## config.mk

```make
export PLATFORM = sky130hd
export DESIGN_NAME = puf_response_sequencer
export DESIGN_NICKNAME = d
export VERILOG_FILES = /design/src/rtl/puf_pkg.sv /design/src/rtl/puf_pair_compare.sv /design/src/rtl/puf_response_sequencer.sv
export SDC_FILE = /design/constraint.sdc
export NUM_CORES = 1
export LEC_CHECK = 0
export CELL_PAD_IN_SITES_DETAIL_PLACEMENT = 1
export CELL_PAD_IN_SITES_GLOBAL_PLACEMENT = 2
export CORE_MARGIN = 3
export CORE_UTILIZATION = 31
export CTS_BUF_LIST = sky130_fd_sc_hd__clkbuf_2 sky130_fd_sc_hd__clkbuf_4 sky130_fd_sc_hd__clkbuf_8
export DETAILED_ROUTE_END_ITERATION = 10
export PLACE_DENSITY = 0.8
export SLEW_MARGIN = 40
export SYNTH_ARGS = -nofsm -noshare
export SYNTH_HDL_FRONTEND = slang
export SYNTH_SLANG_ARGS = --single-unit
```

## constraint.sdc

```tcl
create_clock -name clk -period 4.3 [get_ports clk]
set_input_delay 0.86 -clock clk [delete_from_list [all_inputs] [get_ports clk]]
set_output_delay 0.86 -clock clk [all_outputs]
set_load 0.01 [all_outputs]
```

## src/rtl/puf_pkg.sv

```systemverilog
// Shared definitions for the PUF response sequencer: default widths,
// timeout budget and the sequencer state encoding.
package puf_pkg;

    localparam int CNT_W_DEF   = 22;
    localparam int TIMEOUT_DEF = 4096;

    typedef enum logic [2:0] {
        S_IDLE,
        S_CLEAR,
        S_RUN,
        S_COMPARE,
        S_DONE
    } state_t;

endpackage

```

## src/rtl/puf_pair_compare.sv

```systemverilog
// Combinational comparison of one oscillator pair: response bit is A faster
// than B, and the bit is flagged stable when the counts differ by MARGIN or more.
module puf_pair_compare #(
    parameter int CNT_W  = 22,
    parameter int MARGIN = 8
) (
    input  logic [CNT_W-1:0] count_a,
    input  logic [CNT_W-1:0] count_b,
    output logic             bit_val,
    output logic             stable
);

    localparam logic [CNT_W-1:0] MARGIN_C = CNT_W'(MARGIN);

    logic             a_gt_b;
    logic [CNT_W-1:0] diff;

    // Subtract the smaller from the larger so the distance never wraps.
    always_comb begin
        a_gt_b  = count_a > count_b;
        diff    = a_gt_b ? (count_a - count_b) : (count_b - count_a);
        bit_val = a_gt_b;
        stable  = diff >= MARGIN_C;
    end

endmodule

```

## src/rtl/puf_response_sequencer.sv

```systemverilog
// Steps through RESP_W challenges, runs both ring-oscillator counters for one
// window per challenge, and assembles the response word plus stability mask.
module puf_response_sequencer
    import puf_pkg::*;
#(
    parameter int CNT_W   = CNT_W_DEF,
    parameter int RESP_W  = 16,
    parameter int CHAL_W  = 4,
    parameter int MARGIN  = 8,
    parameter int TIMEOUT = TIMEOUT_DEF
) (
    input  logic              clk,
    input  logic              reset,
    input  logic              start,
    input  logic [CNT_W-1:0]  count_a,
    input  logic [CNT_W-1:0]  count_b,
    input  logic              finished_a,
    input  logic              finished_b,
    output logic [CHAL_W-1:0] challenge,
    output logic              cnt_enable,
    output logic              cnt_reset,
    output logic [RESP_W-1:0] resp_data,
    output logic [RESP_W-1:0] resp_mask,
    output logic              resp_valid,
    input  logic              resp_ready,
    output logic              busy,
    output logic              error
);

    localparam int TMR_W = $clog2(TIMEOUT + 1);

    state_t            state, state_nx;
    logic [CHAL_W-1:0] index;
    logic              fin_a_q, fin_b_q;
    logic [TMR_W-1:0]  tmr;
    logic              both_fin, timed_out, last_bit;
    logic              cmp_bit, cmp_stable;

    puf_pair_compare #(
        .CNT_W  (CNT_W),
        .MARGIN (MARGIN)
    ) u_cmp (
        .count_a (count_a),
        .count_b (count_b),
        .bit_val (cmp_bit),
        .stable  (cmp_stable)
    );

    // A pulse on either finished line counts even if the other arrives later.
    assign both_fin  = (fin_a_q | finished_a) & (fin_b_q | finished_b);
    assign timed_out = tmr == TMR_W'(TIMEOUT - 1);
    assign last_bit  = index == CHAL_W'(RESP_W - 1);
    assign challenge = index;

    // NOTE: every output gets a default before the case so no latch is inferred.
    always_comb begin
        state_nx   = state;
        cnt_reset  = 1'b0;
        cnt_enable = 1'b0;
        resp_valid = 1'b0;
        busy       = 1'b1;
        case (state)
            S_IDLE: begin
                cnt_reset = 1'b1;
                busy      = 1'b0;
                if (start) state_nx = S_CLEAR;
            end
            S_CLEAR: begin
                cnt_reset = 1'b1;
                state_nx  = S_RUN;
            end
            S_RUN: begin
                cnt_enable = 1'b1;
                if (both_fin)       state_nx = S_COMPARE;
                else if (timed_out) state_nx = S_IDLE;
            end
            S_COMPARE: begin
                state_nx = last_bit ? S_DONE : S_CLEAR;
            end
            S_DONE: begin
                cnt_reset  = 1'b1;
                resp_valid = 1'b1;
                if (resp_ready) state_nx = S_IDLE;
            end
            default: state_nx = S_IDLE;
        endcase
    end

    // NOTE: registered state uses non-blocking assignments only, so every
    // branch below sees the values from before this edge.
    always_ff @(posedge clk) begin
        if (reset) begin
            state     <= S_IDLE;
            index     <= '0;
            fin_a_q   <= 1'b0;
            fin_b_q   <= 1'b0;
            tmr       <= '0;
            resp_data <= '0;
            resp_mask <= '0;
            error     <= 1'b0;
        end else begin
            state <= state_nx;
            case (state)
                S_IDLE: begin
                    if (start) begin
                        index     <= '0;
                        error     <= 1'b0;
                        resp_data <= '0;
                        resp_mask <= '0;
                    end
                end
                S_CLEAR: begin
                    fin_a_q <= 1'b0;
                    fin_b_q <= 1'b0;
                    tmr     <= '0;
                end
                S_RUN: begin
                    fin_a_q <= fin_a_q | finished_a;
                    fin_b_q <= fin_b_q | finished_b;
                    tmr     <= tmr + TMR_W'(1);
                    if (!both_fin && timed_out) begin
                        error <= 1'b1;
                        index <= '0;
                    end
                end
                S_COMPARE: begin
                    resp_data[index] <= cmp_bit;
                    resp_mask[index] <= cmp_stable;
                    if (!last_bit) index <= index + CHAL_W'(1);
                end
                S_DONE: begin
                    if (resp_ready) index <= '0;
                end
                default: ;
            endcase
        end
    end

endmodule

```

==> run metrics <==
top area cells in the synthesized netlist dfxtp_1 22%, ha_1 12%, nor2_1 6.0%, a21oi_1 5.4%, inv_1 4.0%; first drt pass iteration count 5; Leakage Power 3.03 nW; Placeable Area 15500 sq um; post-layout util 45.9%; gr usage total 20.6%; hpwl dp 15600 microns; routability cong. 0.906; power per cell area 219 nW/um^2; Top Ports 91; max-slew violations 0; wirelength, routed 18800 microns; number of global-route vias before repair 6022; Die Width 133 microns; first-pass GRT wire length 30400 microns; die area 17800 sq um; switching part of the total power 37.3%; Initial Utilization 32.4%; period utilization 97.2%; most frequent cells in the layout 117 x buf_4, 89 x clkdlybuf4s50_1, 81 x nor2_1; outcome complete, no violations; Setup Crit Path Kind input port to register; area share of xor/xnor cells in the synthesized design 3.31%; Final Cell Area 7140 sq um; Async S/R FF share, synth 0%; Synth Register Bits 55; max_cap viols 0; wire length per cell 17.4 microns; DIE HEIGHT 133 microns; Simple-Gate Fraction of Synth Area 24.2%; Avg Inst Size Synth 7.30 sq um; mapped cell area 5030 sq um; clk_skew 0.0232 ns; Port Buffers 90; post-synthesis mux area share 1.62%; Hold Vio Cnt, Final 0; Gate power share 46.1%; internal power 0.978 mW; DRT iter0 DRCs 269; Compound-Gate Fraction of Synth Area 28.9%; Top FF cell, synth dfxtp_1; EDFF count, synth 0; Required @ worst endpoint 4.48 ns; antenna fix cells 0; Slew HR 54.2%; Switch Pwr 0.581 mW; fmax 239 MHz; Final min period 4.18 ns; Seq/Total Area, Yosys 21.9%; # setup viols final 0; CTS Buf Count 5; Final nets 967; commonest non-fill, non-tap cell in the layout buf_4; Hold Crit Class register to register; Vias per Instance 5.36; CTS Sinks 55; final antenna-violating net count 0; combinational family with the most area after synthesis compound AO/OA/AOI/OAI gates; initial antenna violation count 0; CP Max Fanout 8; Critical Path End Type register; Clk network pwr share 20.1%; share of the synthesized area in the top cell type 21.9%; residual DRC count 0; peak supply drop 0.138 mV; startpoint type of the worst setup path input port; arrival time at the worst endpoint 4.35 ns; Clock Latency Late Sink 0.32 ns; TritonCTS clock tree built; CTS hold repair buffers 0; Synth cell types 71; Yosys top cell by area dfxtp_1; Layout area overhead 41.9%; clock tree buffer depth 2; Syn Nets 789; Placed Area 6920 sq um; synth warn 0; Worst-Margin Slew 0.685 ns; largest net degree at the start of global routing 56; number of vias in the routed layout 5785; Post-Synthesis Cells 689; layout cells sized above 1 17.7%; CTS H-Tree Depth 2; clk root buf clkbuf_8; Reg clk slew, reported paths 0.09 ns; sequential share of power 33.8%; GRT overflow 0; Rows 45; Post-Synth Adder-Cell Area 12.7%
cell families after synthesis:
logic type / count (synthesis)
buffers and inverters: 93
DFF: 55
muxes: 8
AOI/OAI and AO/OA: 215
xor gates and xnor gates: 19
and+or+nand+nor: 249
adders and majority gates: 50
power groups by stage:
stage	clock [mW]	sequential [mW]	combinational, mW
floorplan	0	0.532	0.389
global placement	0	0.539	0.683
detailed placement	0	0.539	0.699
CTS	0.321	0.527	0.703
global route	0.343	0.529	0.789
finish	0.313	0.527	0.719
stage by stage:
stage | TNS [ns] | hold slack [ns] | worst slack [ns] | cells | power (mW)
final | 0 | 0.483 | 0.122 | 1079 | 1.56
after global routing | -0.0230 | 0.503 | -0.0104 | 1079 | 1.66
after CTS | 0 | 0.486 | 0.0000919 | 1076 | 1.55
after detailed placement | -5.60 | 0.472 | -0.368 | 1068 | 1.24
after global placement | -3.82 | 0.465 | -0.240 | 1068 | 1.22
after floorplan | 0 | 0.451 | 0.397 | 689 | 0.921
registers in the layout, indices dropped and copies added (netlist names):
signal	count
fin_a_q	1
resp_data	16
challenge	4
tmr	13
state	3
fin_b_q	1
resp_mask	16
error	1
cells in the mapped netlist (all sizes together) (6+ instances only):
| master | n |
|---|---|
| and3 | 8 |
| a21oi | 54 |
| dfxtp | 55 |
| clkbuf | 24 |
| o21ai | 35 |
| a211oi | 14 |
| nor4 | 7 |
| nand3 | 35 |
| nor2b | 9 |
| mux2i | 7 |
| xnor2 | 8 |
| buf | 14 |
| nor2 | 81 |
| nand2 | 53 |
| nor3 | 14 |
| o31ai | 21 |
| a31oi | 22 |
| a21o | 13 |
| xor2 | 11 |
| nand4 | 10 |
| nor3b | 6 |
| ha | 48 |
| inv | 55 |
| nand2b | 7 |
| o211ai | 6 |
critical path, stage by stage:
cell	delay (ns)
clkdlybuf4s50_1	0.56
inv_1	0.11
fa_2	0.39
or2b_1	0.24
a21o_1	0.21
a21boi_2	0.19
buf_4	0.16
o31ai_2	0.08
a21oi_1	0.19
buf_4	0.14
mux2i_1	0.20
xor2_1	0.23
nand3_1	0.15
nor4_4	0.26
buf_4	0.17
clkbuf_16	0.15
o31ai_1	0.07
routing by layer:
| layer | up-vias | global-route usage [%] | wire length [microns] |
|---|---|---|---|
| met4 | 0 | 2.74 | 161 |
| li1 | 2844 | - | - |
| met2 | 97 | 36.8 | 9190 |
| met5 | - | 0 | 0 |
| met3 | 14 | 2.53 | 544 |
| met1 | 2830 | 27.2 | 8930 |
final cells by class:
class | instances | area [sq um]
clock buffer | 6 | 82.6
inverter | 55 | 206
clock inverter | 2 | 16.3
timing repair buffer | 209 | 1830
tap | 211 | 264
multi-input combinational | 541 | 3640
sequential | 55 | 1100
fill | 1934 | 8400
path summary, 6_finish.rpt:
kind | cells after the start | slack, ns | startpoint | endpoint
setup / recovery | 17 | 0.12 | count_a[1] | resp_mask[2]
setup reg to reg | 10 | 1.73 | tmr[0] | challenge[1]
hold reg to reg | 2 | 0.48 | resp_mask[12] | resp_mask[12]
hold / removal | 2 | 0.48 | resp_mask[12] | resp_mask[12]
timing repair:
item,4_1_cts,5_1_grt
endpoints found under the setup margin,15,16
pin swaps,0,12
setup buffers,0,2
resized for setup,1,19
cloned,0,1
(Power assumes the default switching activity.)
